### src/rtl/stream_decrypt_hash_pkg.sv
// Shared types and helpers for the streaming decrypt/hash block.
// Rotations are width-generic so one helper serves every word size.
package sdh_pkg;

    localparam int DATA_W_DEF = 8;
    localparam int ROT_DEF = 3;
    localparam int MAX_W = 32;

    typedef enum logic [1:0] {
        IDLE,
        RUN,
        DRAIN,
        DIGEST
    } sdh_state_t;

    // x must be zero above bit w-1; result is confined to w bits
    function automatic logic [MAX_W-1:0] rotr(
        input logic [MAX_W-1:0] x,
        input int w,
        input int n
    );
        logic [MAX_W-1:0] mask;
        mask = (MAX_W'(1) << w) - MAX_W'(1);
        return ((x >> n) | (x << (w - n))) & mask;
    endfunction

    function automatic logic [MAX_W-1:0] rotl(
        input logic [MAX_W-1:0] x,
        input int w,
        input int n
    );
        return rotr(x, w, w - n);
    endfunction

endpackage

### src/rtl/stream_decrypt_hash_if.sv
// Ciphertext in, plaintext out and digest handshakes of the block.
// slave is the block side, master is the link/consumer side.
interface stream_decrypt_hash_if #(
    parameter int DATA_W = 8
) ();

    logic              s_valid;
    logic              s_ready;
    logic [DATA_W-1:0] s_data;
    logic              s_last;
    logic              m_valid;
    logic              m_ready;
    logic [DATA_W-1:0] m_data;
    logic              m_last;
    logic              dig_valid;
    logic              dig_ready;
    logic [DATA_W-1:0] dig_data;
    logic              dig_err;

    modport slave (
        input  s_valid, s_data, s_last, m_ready, dig_ready,
        output s_ready, m_valid, m_data, m_last,
        output dig_valid, dig_data, dig_err
    );

    modport master (
        output s_valid, s_data, s_last, m_ready, dig_ready,
        input  s_ready, m_valid, m_data, m_last,
        input  dig_valid, dig_data, dig_err
    );

endinterface

### src/rtl/stream_decrypt_hash_round.sv
// Per-word function: plaintext and next running hash from one
// ciphertext word, the current hash and the key.
module sdh_round
    import sdh_pkg::*;
#(
    parameter int DATA_W = DATA_W_DEF,
    parameter int ROT = ROT_DEF
) (
    input  logic [DATA_W-1:0] c,
    input  logic [DATA_W-1:0] h,
    input  logic [DATA_W-1:0] key,
    output logic [DATA_W-1:0] p,
    output logic [DATA_W-1:0] h_next
);

    assign p = DATA_W'(rotr(MAX_W'(c), DATA_W, ROT)) ^ key;

    // carry out of the add is dropped on purpose
    assign h_next = (DATA_W'(rotl(MAX_W'(h), DATA_W, 1)) ^ c) + key;

endmodule

### src/rtl/stream_decrypt_hash.sv
// Streaming decrypt with keyed running hash; one plaintext word per
// accept through a single output register, one digest per message.
module stream_decrypt_hash
    import sdh_pkg::*;
#(
    parameter int DATA_W = DATA_W_DEF,
    parameter int ROT = ROT_DEF,
    parameter int MAX_LEN = 16,
    parameter int LEN_W = $clog2(MAX_LEN + 1)
) (
    input  logic              clk,
    input  logic              rst_n,
    input  logic [DATA_W-1:0] key_in,
    input  logic              key_load,
    stream_decrypt_hash_if.slave bus,
    output logic              busy
);

    sdh_state_t        state;
    logic [DATA_W-1:0] key;
    logic [DATA_W-1:0] h;
    logic [DATA_W-1:0] h_cur;
    logic [DATA_W-1:0] h_next;
    logic [DATA_W-1:0] p;
    logic [LEN_W-1:0]  count;
    logic [LEN_W-1:0]  count_nxt;
    logic              acc;
    logic              ovf;
    logic              pass;

    sdh_round #(
        .DATA_W(DATA_W),
        .ROT(ROT)
    ) u_round (
        .c(bus.s_data),
        .h(h_cur),
        .key(key),
        .p(p),
        .h_next(h_next)
    );

    // hash is seeded with the key on the first word of a message
    assign h_cur = (state == IDLE) ? key : h;
    assign pass = (state == IDLE) || (state == RUN);

    assign bus.s_ready = rst_n && ((state == DRAIN) ||
        (pass && (!bus.m_valid || bus.m_ready)));

    assign acc = bus.s_valid && bus.s_ready;
    assign count_nxt = (state == IDLE) ? LEN_W'(1)
                                       : count + LEN_W'(1);
    assign ovf = !bus.s_last && (count_nxt == LEN_W'(MAX_LEN));

    assign busy = (state != IDLE);
    assign bus.dig_data = h;

    always_ff @(posedge clk) begin
        if (!rst_n) begin
            state <= IDLE;
            key <= '0;
            h <= '0;
            count <= '0;
            bus.m_valid <= 1'b0;
            bus.m_data <= '0;
            bus.m_last <= 1'b0;
            bus.dig_valid <= 1'b0;
            bus.dig_err <= 1'b0;
        end else begin
            if (bus.m_valid && bus.m_ready) begin
                bus.m_valid <= 1'b0;
            end
            if (acc && pass) begin
                bus.m_valid <= 1'b1;
                bus.m_data <= p;
                bus.m_last <= bus.s_last || ovf;
                h <= h_next;
                count <= count_nxt;
            end
            unique case (state)
                IDLE: begin
                    if (acc) begin
                        if (bus.s_last) begin
                            state <= DIGEST;
                            bus.dig_valid <= 1'b1;
                        end else if (ovf) begin
                            state <= DRAIN;
                            bus.dig_err <= 1'b1;
                        end else begin
                            state <= RUN;
                        end
                    end else if (key_load) begin
                        key <= key_in;
                    end
                end
                RUN: begin
                    if (acc && bus.s_last) begin
                        state <= DIGEST;
                        bus.dig_valid <= 1'b1;
                    end else if (acc && ovf) begin
                        state <= DRAIN;
                        bus.dig_err <= 1'b1;
                    end
                end
                DRAIN: begin
                    if (acc && bus.s_last) begin
                        state <= DIGEST;
                        bus.dig_valid <= 1'b1;
                    end
                end
                DIGEST: begin
                    if (bus.dig_ready) begin
                        state <= IDLE;
                        bus.dig_valid <= 1'b0;
                        bus.dig_err <= 1'b0;
                        count <= '0;
                    end
                end
                default: state <= IDLE;
            endcase
        end
    end

endmodule

### src/flat_wrapper.sv
// flat-port wrapper written by rule: the top's interface ports become plain ports
module stream_decrypt_hash_flat import sdh_pkg::*;
#(
    parameter int DATA_W = DATA_W_DEF,
    parameter int ROT = ROT_DEF,
    parameter int MAX_LEN = 16,
    parameter int LEN_W = $clog2(MAX_LEN + 1)
)
  (clk, rst_n, key_in, key_load, busy, bus_s_valid, bus_s_data, bus_s_last, bus_m_ready, bus_dig_ready, bus_s_ready, bus_m_valid, bus_m_data, bus_m_last, bus_dig_valid, bus_dig_data, bus_dig_err);
  stream_decrypt_hash_if #(.DATA_W(DATA_W)) bus_i ();
  input  logic clk;
  input  logic rst_n;
  input  logic [DATA_W-1:0] key_in;
  input  logic key_load;
  output logic busy;
  input wire logic [$bits(bus_i.s_valid)-1:0] bus_s_valid;
  input wire logic [$bits(bus_i.s_data)-1:0] bus_s_data;
  input wire logic [$bits(bus_i.s_last)-1:0] bus_s_last;
  input wire logic [$bits(bus_i.m_ready)-1:0] bus_m_ready;
  input wire logic [$bits(bus_i.dig_ready)-1:0] bus_dig_ready;
  output wire logic [$bits(bus_i.s_ready)-1:0] bus_s_ready;
  output wire logic [$bits(bus_i.m_valid)-1:0] bus_m_valid;
  output wire logic [$bits(bus_i.m_data)-1:0] bus_m_data;
  output wire logic [$bits(bus_i.m_last)-1:0] bus_m_last;
  output wire logic [$bits(bus_i.dig_valid)-1:0] bus_dig_valid;
  output wire logic [$bits(bus_i.dig_data)-1:0] bus_dig_data;
  output wire logic [$bits(bus_i.dig_err)-1:0] bus_dig_err;
  assign bus_i.s_valid = bus_s_valid;
  assign bus_i.s_data = bus_s_data;
  assign bus_i.s_last = bus_s_last;
  assign bus_i.m_ready = bus_m_ready;
  assign bus_i.dig_ready = bus_dig_ready;
  assign bus_s_ready = bus_i.s_ready;
  assign bus_m_valid = bus_i.m_valid;
  assign bus_m_data = bus_i.m_data;
  assign bus_m_last = bus_i.m_last;
  assign bus_dig_valid = bus_i.dig_valid;
  assign bus_dig_data = bus_i.dig_data;
  assign bus_dig_err = bus_i.dig_err;
  stream_decrypt_hash #(.DATA_W(DATA_W), .ROT(ROT), .MAX_LEN(MAX_LEN), .LEN_W(LEN_W)) u_core (.clk(clk), .rst_n(rst_n), .key_in(key_in), .key_load(key_load), .bus(bus_i), .busy(busy));
endmodule
### config.mk
export PLATFORM = sky130hd
export DESIGN_NAME = stream_decrypt_hash_flat
export DESIGN_NICKNAME = d
export VERILOG_FILES = /design/src/rtl/stream_decrypt_hash_pkg.sv /design/src/rtl/stream_decrypt_hash_if.sv /design/src/rtl/stream_decrypt_hash_round.sv /design/src/rtl/stream_decrypt_hash.sv /design/src/flat_wrapper.sv
export SDC_FILE = /design/constraint.sdc
export NUM_CORES = 1
export LEC_CHECK = 0
export BUFFER_PORTS_ARGS = -buffer_cell sky130_fd_sc_hd__buf_2
export CAP_MARGIN = 25
export CORE_MARGIN = 5
export CORE_UTILIZATION = 40
export CTS_CLUSTER_DIAMETER = 200
export CTS_CLUSTER_SIZE = 10
export DETAILED_ROUTE_END_ITERATION = 10
export PLACE_DENSITY_LB_ADDON = 0.25
export SLEW_MARGIN = 10
export SYNTH_ARGS = -nofsm -noshare
export SYNTH_HDL_FRONTEND = slang
export SYNTH_SLANG_ARGS = --single-unit
### constraint.sdc
create_clock -name clk -period 7 [get_ports clk]
set_input_delay 0.7 -clock clk [delete_from_list [all_inputs] [get_ports clk]]
set_output_delay 0.7 -clock clk [all_outputs]
set_load 0.05 [all_outputs]
Yosys cells after proc, flatten, opt, wreduce, memory -nomap -nowiden
Cells that the tools add are included.

storage, ports and cells
  input bits = 23
  word-level logic and storage cells = 79
  register bits after elaboration = 35
  output and inout port bits = 22

cells by class
  equal/unequal tests = 14
  mux-type cells = 26
  bitwise gates (word level) = 5
  reduce and logical (&&, ||, !) cells = 23
  $add $sub $neg = 2

operators with widths
  kind                                                                     count
  5-bit 2-to-1 mux                                                         4
  8-bit bitwise XOR                                                        2
  2-bit 2-to-1 mux                                                         7
  2-bit inequality test, second input constant                             6
  1-bit 2-to-1 mux                                                         11
  8-bit adder                                                              1
  1-bit logical AND                                                        8
  8-bit 2-to-1 mux                                                         1
  1-bit by 8-bit OR with 8-bit output                                      1
  5-bit by 8-bit OR with 8-bit output                                      1
  2-bit case mux with 4 select lines                                       1
  4-bit AND reduction                                                      2
  7-bit AND reduction                                                      1
  2-bit by 1-bit inequality test with 1-bit output, second input constant  3
  1-bit case mux with 3 select lines                                       2
  5-bit by 1-bit adder with 5-bit output, second input constant            1
  5-bit == test, second input constant                                     1
  2-bit == test, second input constant                                     2
  1-bit logical OR                                                         4
  2-bit nonzero test                                                       2
  3-bit inequality test, second input constant                             1
  3-bit AND reduction                                                      1
  3-bit nonzero test                                                       1
  2-bit by 1-bit == test with 1-bit output, second input constant          1
  4 further kinds                                                          5

Depth between registers and ports, before layout
  word-level depth = 10
  mapped depth = 13
  mapped depth without buffers = 11

Hierarchy
From an unflattened synthesis, not the netlist that was laid out.

second synthesis, totals
  cells, all modules = 253
  area, all modules = 2118.3 µm²

by module, submodules not included
  module               sequential area each (µm²)  cells each  instances  area each (µm²)
  stream_decrypt_hash  700.7                       206         1          1715.4
  sdh_round            0.0                         47          1          402.9

Worst setup path after synthesis
No wires, ideal clock.

  path type = reg-to-reg
  start point = register u_core.state[1]
  end point = register u_core.h[6], in the netlist u_core.bus.dig_data[6]
  buffers on the path = 2
  slack = 4.103 ns
  setup time = 0.119 ns
  data required time = 6.881 ns
  clock period less this slack = 2.897 ns
  data arrival time = 2.778 ns
  cell stages (with the launch flop) = 14
  path through = dfxtp_1 > inv_1 > ha_1 > buf_2 > buf_1 > mux2i_1 > xnor2_1 > ha_1 > fa_1 > a21o_1 > a21oi_1 > o21ai_0 > xnor2_1 > o21ai_1

between the ends
  cells in the longest elaborated chain, start to end = 7
  elaborated cells between the ends (all ways) = 13
  classes of those cells = add/sub (1); eq/ne (2); mux (1); bitwise (2); reduce/logical (7)

RTL lines
  element                                                              line                       source
  from (decl)                                                          stream_decrypt_hash.sv:19  sdh_state_t state;
  from (signal assigned)                                               stream_decrypt_hash.sv:59  state <= IDLE;
  from (signal assigned)                                               stream_decrypt_hash.sv:83  state <= DIGEST;
  from (signal assigned)                                               stream_decrypt_hash.sv:86  state <= DRAIN;
  parallel branches: the longest is 7 deep, another holds 8-bit adder  -
  to (signal assigned)                                                 stream_decrypt_hash.sv:76  h <= h_next;
  to (decl)                                                            stream_decrypt_hash.sv:21  logic [DATA_W-1:0] h;

Several ways; the timed one is not identified.
A chain may end at the register's enable or synchronous reset.

Worst setup path in the final report
Same ends and word-level chain as after synthesis.

==> impl_metrics.yaml <==
placement:
  gp_congestion: 0.812
  io_buffer_count: 44
  dp_hpwl_mm: 3.61
sta:
  slew_headroom_pct: 40.3
  hold_ws_ps: 451
  finalSetupViolCount: 0
  fin_tns_setup_ps: 0
  finalCritPeriodShare_pct: 44.7
  finalCriticalPeriod_ps: 3130
  drv_slew: 0
  hold_viol: 0
  tightest_slew_ps: 895
  skew_ps: 9.37
  max_freq_mhz: 320
  rsz0062_at_grt: "false"
worst_setup_path:
  cpPeakStageDelay_ps: 740
  cp.required_ps: 7170
  cp-startpoint: "u_core.state[1]$_SDFFE_PN0P_"
  cp.arrival_ps: 3300
  cp_slowest_cell: "ha_1"
  crit_path_cell_trace: "inv_1 -> ha_1 -> mux2i_1 -> xnor2_1 -> ha_1 -> fa_1 -> a21o_1 -> a21oi_1 -> o21ai_0 -> xnor2_1 -> o21ai_1"
  crit_path_end: "u_core.bus.dig_data[6]$_SDFFE_PN0P_"
  reg2reg_depth: 11
  cp-start-kind: "flop"
  cp_max_fo: 20
  path_class: "flop to flop"
  rrSetupSlack_ps: 3870
  r2r-end: "u_core.bus.dig_data[6]$_SDFFE_PN0P_"
  rr_startpoint: "u_core.state[1]$_SDFFE_PN0P_"
  cp-end-kind: "flop"
yosys:
  synthesis.area_sq_um: 2020
  synthCells: 231
  syn_nets: 267
  yosysWarnings: 0
  synth_top_family_by_area: "simple AND/OR/NAND/NOR gates"
  synth_edf_count: 0
  synth_adder_area_share_pct: 8.41
  syn_avg_cell_area_sq_um: 8.76
  synth_cell_types: 43
  synth_ff_type: "dfxtp_1"
  synth-simple-area-share_pct: 17.5
  synth-seq-area-share_pct: 34.6
  synth_xor_area_share_pct: 9.96
  ys_seq_elements: 35
  synth_compound_area_share_pct: 17.1
  synth_mux_area_share_pct: 8.97
  async_reset_ff_share_pct: 0
cells_and_area:
  fin_nets: 309
  multiInputGateArea_sq_um: 1260
  nFillCells: 500
  area.growth.synth_to_final_pct: 17.6
  seqCellArea_sq_um: 701
  diodes: 0
  drive_gt1_share_pct: 21.5
detailed_routing:
  wl_per_cell_microns: 13.9
  ant_nets: 0
  drt_iter0_markers: 67
  drt-vias-per-instance: 5.08
  wl_mm: 4.74
  vias: 1732
  drc_errors: 0
  drt_first_pass_iters: 4
global_route:
  grt_max_degree: 31
  antenna_found_initial: 0
  grt_pass1_wl_mm: 7.62
  grtUsageTotal_pct: 15.3
  overflow: 0
  grt_pass1_vias: 1527
die:
  io_pins: 45
  fp.coreArea_sq_um: 4820
  die_w_microns: 81.1
  die-area_sq_um: 6580
  num_rows: 25
  start_util_pct: 42.0
  die_y_microns: 81.1
min_path:
  holdPathStages: 2
  hp-class: "flop to flop"
power_and_ir_drop:
  cellPowerDensity_nw_per_um2: 372
  vdd_drop_max_v: 0.000135
  total_power_uw: 885
  p_leak_nw: 1.08
clocking:
  clockRootBuffer: "clkbuf_8"
  cts.sinks: 35
  tritoncts: "done"
  h-tree-depth: 2
  cts_buffers: 5
  worstSkewPairLatency_ps: 300
  postCtsSetupBuffers: 0
  clk_pin_slew_ps: 80
  cts_hold_buf: 0
  cts_resized: 0
  clockBufferDepth: 2
flow_run:
  drv_cap: 0
outcome:
  outcome: "finished, final reports clean"
-- registers in the layout (all words and copies together), names as in the netlist --
name	cells
u_core.bus.dig_data	8
u_core.bus.dig_err	1
u_core.bus.dig_valid	1
u_core.bus.m_data	8
u_core.bus.m_last	1
u_core.bus.m_valid	1
u_core.count	5
u_core.key	8
u_core.state	2
-- final cells by class --
cell class / instances / area share (%)
well taps: 67 / 3.52
repair buffers: 45 / 9.57
multi-input cells: 180 / 52.9
clock inverters: 2 / 0.526
clock buffers: 6 / 3.05
flip-flops and latches: 35 / 29.5
inverters: 6 / 0.947
-- kinds of logic after synthesis --
group | after synthesis
XOR/XNOR | 23
AND/OR/NAND/NOR | 73
multiplexers | 18
adder cells (fa/ha/maj) | 13
flip-flops | 35
AO/OA/AOI/OAI | 53
buffers and inverters | 16
-- where the power goes --
part | internal (mW) | total [mW] | switching (mW)
Combinational | 0.160 | 0.457 | 0.297
Sequential | 0.242 | 0.280 | 0.0386
Clock | 0.0696 | 0.147 | 0.0776
Total | 0.471 | 0.885 | 0.413
-- critical path: cells and delay by family, from the launching register on --
kind,cells,cell delay [ps]
xor gates and xnor gates,2,260
buffers and inverters,1,100
muxes,1,300
DFF,1,380
AOI/OAI and AO/OA,4,590
adders and majority gates,3,1360
-- Yosys cell counts (3+ instances only) --
library cell / number / area share [%]
a211oi_1: 12 / 4.5
a21o_1: 3 / 1.1
a21oi_1: 17 / 4.2
buf_2: 5 / 1.2
clkbuf_1: 3 / 0.56
dfxtp_1: 35 / 35
ha_1: 12 / 7.4
inv_1: 5 / 0.93
mux2i_1: 17 / 8.4
nand2_1: 18 / 3.3
nand3_1: 6 / 1.5
nor2_1: 29 / 5.4
nor2b_1: 4 / 1.2
o21ai_0: 6 / 1.5
o21ai_1: 3 / 0.74
xnor2_1: 22 / 9.5
-- layout by cell type (no fill, tap or decap), drive strengths merged, types with 7 or more instances in the layout --
cell and n:
buf 45, dfxtp 35, nor2 29, xnor2 22, nand2 18, mux2i 17, a21oi 17, a211oi 12
ha 12, o21ai 9, nand3 7
-- how the worst min path moves through the flow --
stage,start,end,slack [ps]
finish,u_core.bus.m_last$_SDFFE_PN0P_,u_core.bus.m_last$_SDFFE_PN0P_,450
global route,u_core.bus.m_last$_SDFFE_PN0P_,u_core.bus.m_last$_SDFFE_PN0P_,470
CTS,u_core.bus.m_last$_SDFFE_PN0P_,u_core.bus.m_last$_SDFFE_PN0P_,450
detailed placement,u_core.bus.m_last$_SDFFE_PN0P_,u_core.bus.m_last$_SDFFE_PN0P_,440
global placement,u_core.bus.m_last$_SDFFE_PN0P_,u_core.bus.m_last$_SDFFE_PN0P_,440
floorplan,u_core.count[1]$_SDFF_PN0_,u_core.count[1]$_SDFF_PN0_,450
-- metrics by stage --
stage	setup slack, ps	cells	util (%)	instance area (sq um)
final	3870	341	49.4	2380
after global routing	3650	341	49.4	2380
after CTS	3890	341	49.4	2380
after detailed placement	3900	333	47.6	2290
after global placement	3970	333	47.6	2290
after floorplan	4100	231	-	2020
-- routing by layer --
layer	track usage, %	wire (microns)	vias up
met5	0	0	-
met4	6.08	73	0
met3	4.32	241	6
met2	20.9	1920	44
met1	22.4	2510	785
li1	-	-	897
No activity file was read; power rests on OpenSTA's default activity.
